**config.mk**
```make
export PLATFORM = sky130hd
export DESIGN_NAME = pc_update_unit
export DESIGN_NICKNAME = d
export VERILOG_FILES = /design/src/rtl/pc_pkg.sv /design/src/rtl/pc_update_unit_link_stack.sv /design/src/rtl/pc_update_unit.sv
export SDC_FILE = /design/constraint.sdc
export NUM_CORES = 1
export LEC_CHECK = 0
export ABC_AREA = 1
export CORE_AREA = 2 2 127 129
export CTS_CLUSTER_DIAMETER = 30
export DETAILED_ROUTE_END_ITERATION = 7
export DIE_AREA = 0 0 129 131
export GPL_ROUTABILITY_DRIVEN = 0
export HOLD_SLACK_MARGIN = 0.15
export PLACE_DENSITY = 0.67
export SKIP_LAST_GASP = 1
export SLEW_MARGIN = 20
export SYNTH_ARGS = -nofsm -noshare
export SYNTH_HDL_FRONTEND = slang
export SYNTH_SLANG_ARGS = --single-unit
```
**constraint.sdc**
```tcl
create_clock -name clk -period 2.63 [get_ports clk]
set_clock_uncertainty 0.1 [all_clocks]
set_input_delay 0.526 -clock clk [delete_from_list [all_inputs] [get_ports clk]]
set_output_delay 0.526 -clock clk [all_outputs]
set_load 0.02 [all_outputs]
```
**src/rtl/pc_pkg.sv**
```systemverilog
// Shared definitions for the program-counter unit: instruction step,
// target-select encoding and the jump-target concatenation helper.
package pc_pkg;

  localparam int INSTR_STEP = 4;

  typedef enum logic [1:0] {
    SEL_SEQ,
    SEL_BRANCH,
    SEL_JUMP,
    SEL_REG
  } pc_sel_e;

  // Keeps the top high_w bits of seq and places idx just above the two zero
  // byte-offset bits; the caller truncates the result to its address width.
  function automatic logic [63:0] jump_concat(input logic [63:0] seq,
                                              input logic [63:0] idx,
                                              input int addr_w,
                                              input int high_w);
    int lo_w;
    logic [63:0] hi_part;
    lo_w    = addr_w - high_w;
    hi_part = (seq >> lo_w) << lo_w;
    return hi_part | (idx << 2);
  endfunction

endpackage

```
**src/rtl/pc_update_unit_link_stack.sv**
```systemverilog
// Circular return-address stack; a push when full overwrites the oldest entry.
module pc_link_stack
  import pc_pkg::*;
#(
  parameter int DEPTH = 4,
  parameter int W     = 32
) (
  input  logic                     clk,
  input  logic                     rst,
  input  logic                     push,
  input  logic                     pop,
  input  logic [W-1:0]             push_data,
  output logic [W-1:0]             top,
  output logic                     empty,
  output logic                     full,
  output logic [$clog2(DEPTH):0]   count
);

  localparam int PTR_W = $clog2(DEPTH);
  localparam int CNT_W = PTR_W + 1;

  logic [W-1:0]     mem_q [DEPTH];
  logic [PTR_W-1:0] ptr_q, ptr_d, top_idx, wr_idx;
  logic [CNT_W-1:0] count_q, count_d;
  logic             wr_en, pop_eff;

  assign top_idx = ptr_q - PTR_W'(1);
  assign top     = mem_q[top_idx];
  assign empty   = (count_q == '0);
  assign full    = (count_q == CNT_W'(DEPTH));
  assign count   = count_q;
  assign pop_eff = pop && !empty;

  // ptr_q is the next free slot; a simultaneous pop+push rewrites the top in place.
  always_comb begin
    ptr_d   = ptr_q;
    count_d = count_q;
    wr_en   = push;
    wr_idx  = ptr_q;
    if (pop_eff && push) begin
      wr_idx = top_idx;
    end else if (pop_eff) begin
      ptr_d   = top_idx;
      count_d = count_q - CNT_W'(1);
    end else if (push) begin
      ptr_d = ptr_q + PTR_W'(1);
      if (!full) count_d = count_q + CNT_W'(1);
    end
  end

  always_ff @(posedge clk or posedge rst) begin
    if (rst) begin
      ptr_q   <= '0;
      count_q <= '0;
    end else begin
      ptr_q   <= ptr_d;
      count_q <= count_d;
    end
  end

  always_ff @(posedge clk) begin
    if (wr_en) mem_q[wr_idx] <= push_data;
  end

endmodule

```
**src/rtl/pc_update_unit.sv**
```systemverilog
// Registered next-PC generator with sequential/branch/jump/register targets.
// Optional hardware link stack enabled by defining PC_RAS_EN.
module pc_update_unit
  import pc_pkg::*;
#(
  parameter int               ADDR_W       = 32,
  parameter int               HIGH_W       = 4,
  parameter logic [ADDR_W-1:0] RESET_VECTOR = '0,
  parameter int               RAS_DEPTH    = 4
) (
  input  logic                       clk,
  input  logic                       rst,
  input  logic                       stall,
  input  logic                       branch_taken,
  input  logic [ADDR_W-1:0]          branch_offset,
  input  logic                       jump,
  input  logic [ADDR_W-HIGH_W-3:0]   jump_index,
  input  logic                       jump_reg,
  input  logic [ADDR_W-1:0]          reg_target,
  input  logic                       call,
  input  logic                       ret,
  output logic [ADDR_W-1:0]          pc,
  output logic [ADDR_W-1:0]          pc_next_seq,
  output logic [ADDR_W-1:0]          link_addr,
  output logic                       misalign_err,
  output logic                       ras_underflow
);

  logic [ADDR_W-1:0] pc_q, pc_d;
  logic              misalign_q, misalign_d;
  logic              underflow_q, underflow_d;
  logic [ADDR_W-1:0] branch_tgt, jump_tgt, reg_src, reg_tgt;
  logic              ras_empty;
  pc_sel_e           sel;

  assign pc_next_seq = pc_q + ADDR_W'(INSTR_STEP);
  assign link_addr   = pc_next_seq;
  assign branch_tgt  = pc_next_seq + branch_offset;
  assign jump_tgt    = ADDR_W'(jump_concat(64'(pc_next_seq), 64'(jump_index), ADDR_W, HIGH_W));

`ifdef PC_RAS_EN
  logic [ADDR_W-1:0]          ras_top;
  logic                       ras_full_unused;
  logic [$clog2(RAS_DEPTH):0] ras_count_unused;
  logic                       ras_push, ras_pop;

  // Calls only count when they actually redirect; a stalled cycle touches nothing.
  assign ras_push = !stall && call && (jump || jump_reg);
  assign ras_pop  = !stall && jump_reg && ret;

  pc_link_stack #(.DEPTH(RAS_DEPTH), .W(ADDR_W)) u_link_stack (
    .clk       (clk),
    .rst       (rst),
    .push      (ras_push),
    .pop       (ras_pop),
    .push_data (link_addr),
    .top       (ras_top),
    .empty     (ras_empty),
    .full      (ras_full_unused),
    .count     (ras_count_unused)
  );

  assign reg_src     = (jump_reg && ret && !ras_empty) ? ras_top : reg_target;
  assign underflow_d = !stall && jump_reg && ret && ras_empty;
`else
  logic call_ret_unused;
  assign call_ret_unused = call ^ ret;
  assign ras_empty       = 1'b1;
  assign reg_src         = reg_target;
  assign underflow_d     = 1'b0;
`endif

  assign reg_tgt    = {reg_src[ADDR_W-1:2], 2'b00};
  assign misalign_d = !stall && jump_reg && (reg_src[1:0] != 2'b00);

  always_comb begin
    sel = SEL_SEQ;
    if (jump_reg)          sel = SEL_REG;
    else if (jump)         sel = SEL_JUMP;
    else if (branch_taken) sel = SEL_BRANCH;

    pc_d = pc_next_seq;
    case (sel)
      SEL_BRANCH: pc_d = branch_tgt;
      SEL_JUMP:   pc_d = jump_tgt;
      SEL_REG:    pc_d = reg_tgt;
      default:    pc_d = pc_next_seq;
    endcase
    if (stall) pc_d = pc_q;
  end

  always_ff @(posedge clk or posedge rst) begin
    if (rst) begin
      pc_q        <= RESET_VECTOR;
      misalign_q  <= 1'b0;
      underflow_q <= 1'b0;
    end else begin
      pc_q        <= pc_d;
      misalign_q  <= misalign_d;
      underflow_q <= underflow_d;
    end
  end

  assign pc            = pc_q;
  assign misalign_err  = misalign_q && !stall;
  assign ras_underflow = underflow_q && !stall;

endmodule

```
==> impl_results.md, run 1 <==
- I/O pin count: 196
- Fill count: 1232
- Tot GR Track Use: approximately 28%
- P_leak: 0.00503 µW
- Post-layout min period: around 3100 ps
- I/O Buffers: approximately 190
- MaxCap Viol Count: 0
- Data required time of the worst path: around 2800 ps
- Total wire length: 26.8 mm
- Crit path from: pc[2]
- Post-Syn Area: 5380 µm²
- Die area: 16900 µm²
- Hold EP: pc[31]
- Hold buffers post-CTS: 0
- Post-DR vias/cell: 5.12
- Sequential area share after synthesis: 15.4%
- Worst IR drop on VDD: between 0.2 and 0.3 mV
- Antenna-violating nets left: 0
- FFs w/ async S/R, synth: 100%
- Net count, final: 1440
- Deepest clock path buffer count: 2
- Cts bufs inserted: 5
- Top_reg_cell synth: dfrtp_1
- Kind of critical path: reg2reg
- Reg-to-reg endpoint: pc[25]
- Synth top area share: 22.1%
- RSZ-0062 raised after global routing: yes
- Clock root cell: clkbuf_16
- Syn avg cell area: 5.75 µm²
- Slew Limit Fails: 0
- Total power: a little under 5000 µW
- Largest net degree at the start of global routing: 34
- Status: finished, violations left
- Setup ws final: -496 ps
- Die width: 129 µm
- R2R Setup Slk: -500 ps
- # clock sinks: 33
- Synth unique cells: 41
- Syn Inst Count: ~940
- FF-to-FF Start: pc[2]
- Std-Cell Rows: 46
- Number of enable flip-flop cells after synthesis: 0
- Worst hold path startpoint: pc[31]
- Cell taking the most area after synthesis: nand2_1
- CTS H-tree depth: 2
- Tcrit/Tclk final: 119%
- Top cells by area, synth: nand2_1, dfrtp_1, inv_1
- Slew HR: 48.1%
- Area growth syn-to-layout: 93.3%
- Worst-path clk slew: 60 ps
- Syn. warnings: 0
- Initial antenna violation count: 0
- Remaining Overflow, GRT: 0
- Global-route wire length before repair: between 30 and 40 mm
- Multi-input logic area: 4980 µm²
- Fraction of layout instances using a drive strength above 1: 41.2%
- Critical path endpoint category: flop
- Clk_lat worst skew: between 200 and 300 ps
- Pwr dens: ~460 nW/µm²
- Vias in the first global route: slightly above 7000
- Starting Density: 34.5%
- Critical Path AT: 3250 ps
- HP Class: reg2reg
- Synth Net Count: 1071
- Chip height: 131 µm
- Core Area: 15600 µm²
- First drt pass iteration count: 5
- Slew @ Worst Pin: 778 ps
- CTS tree: yes
- Design area: roughly 10000 µm²
- Vias: 7787
- CP Launch Type: flop
- Failing checks: setup timing
- Worst Reg2Reg Path Length in Cells: 21
- Hold Fails Final Rpt: 0
- Final setup fails: 54
- Final core utilization: between 60% and 70%
- Ant. Diodes: 0
- WL per Instance: 17.6 µm
- Placed instance area: a little under 9000 µm²
- Dpl hpwl: 19.7 mm
- Reg area: ~840 µm²
- Synthesis-stage register bit count: 33
- Hold path cells: 2
- DRC viols: 0
- Critical path peak fanout: 5
- Drt first-iter violations: around 710
- Max Freq: 320 MHz
state kept, by name, indices dropped and copies added, names as in the netlist:
| name | flops |
|---|---|
| misalign_q | 1 |
| pc | 32 |
cells by family (layout without fill, tap and decap cells):
group	count (synthesis)	in the layout	synth area share, %
adders and majority gates	37	37	8.75
other	1	1	0.0697
and+or+nand+nor	534	534	42.7
DFF	33	33	15.4
AOI/OAI and AO/OA	125	125	13.1
buffers and inverters	183	553	16.1
xor gates and xnor gates	23	23	3.89
final cells by class:
class	count	share of cell area (%)
well taps	216	2.60
repair buffers	417	35.0
flip-flops and latches	33	8.04
clock buffers	6	1.34
clock inverters	2	0.361
multi-input cells	720	47.9
inverters	128	4.73
critical path: stages (launching register included):
cell and delay [ps]:
dfrtp_2 390, ha_4 130, nand2_2 60, nor2_4 190, nand2_2 110, nor2_4 110, and3b_2 270, buf_12 130
xor2_4 200, ha_4 270, a21oi_4 170, nor2_1 50, nor2_1 120, buf_4 120, nor2_1 30, nor2_1 130
nand3_1 90, nand2_1 80, nand3_2 100, nand2_2 90, nand2_2 70, nand2_2 60
cells in the mapped netlist (3+ instances only):
library cell,instances
ha_1,36
buf_4,36
xor2_1,14
nor3_1,7
nand3b_1,9
o211ai_1,3
nor2_2,6
dfrtp_1,33
inv_1,126
nand2_2,6
nand4_1,14
clkbuf_1,8
nand3_1,79
nor2_1,77
buf_2,7
nor2_4,4
xnor2_1,8
or2_2,6
nand2_1,317
a221o_1,7
o21bai_1,4
a21oi_1,61
a21boi_0,7
o21ai_0,39
worst max-delay path by stage:
stage          endpoint  slack, ps
2_1_floorplan    pc[30]       -360
3_5_place_dp     pc[30]       -500
5_1_grt          pc[31]       -680
6_report         pc[25]       -500
4_1_cts          pc[30]       -370
3_3_place_gp      pc[8]       -500
per-layer routing:
layer	wire length [µm]	global-route usage [%]	vias up
met4	990	10.6	0
met1	11000	38.1	3677
met3	1890	2.89	64
met5	0	0	-
li1	-	-	3691
met2	12900	47.6	355
placed cells by master (no fill, tap or decap), types with 10 or more instances in the layout:
cell	count
nand2_1	265
nand2_2	48
inv_2	19
buf_2	13
o21ai_1	10
o21ai_0	18
a21oi_2	14
nor2_1	49
dfrtp_1	25
nor2_4	15
a21oi_1	39
nand3_2	25
nand3_1	51
nor2_2	23
nand4_1	14
buf_4	201
inv_1	105
nand2_4	10
ha_1	11
buf_6	48
ha_4	25
o21ai_2	12
clkdlybuf4s50_1	136
power breakdown:
part	total [µW]	switching [µW]	internal, µW
clock network	709	236	473
registers	656	78.1	578
logic	3460	1850	1610
total	4820	2160	2660
through the flow:
step	TNS [ps]	worst slack, ps	hold WS, ps	instances
finish	-14650	-496	470	1522
global route	-21650	-683	509	1522
CTS	-11950	-373	467	1489
detailed placement	-19000	-497	454	1466
global placement	-16640	-497	447	1466
floorplan	-5210	-362	494	936
timing repair:
item / CTS / global route
pin swaps: 35 / 67
endpoints found under the setup margin: 83 / 80
resized for setup: 276 / 236
setup buffers: 15 / 34
Power figures use the tool's default switching activity.
==> run 2, diff against run 1 <==
ABC_CLOCK_PERIOD_IN_PS = 2630   (was not set)
==> results of run 2 <==
Final layout, timing and power as in run 1 (identical DEF).
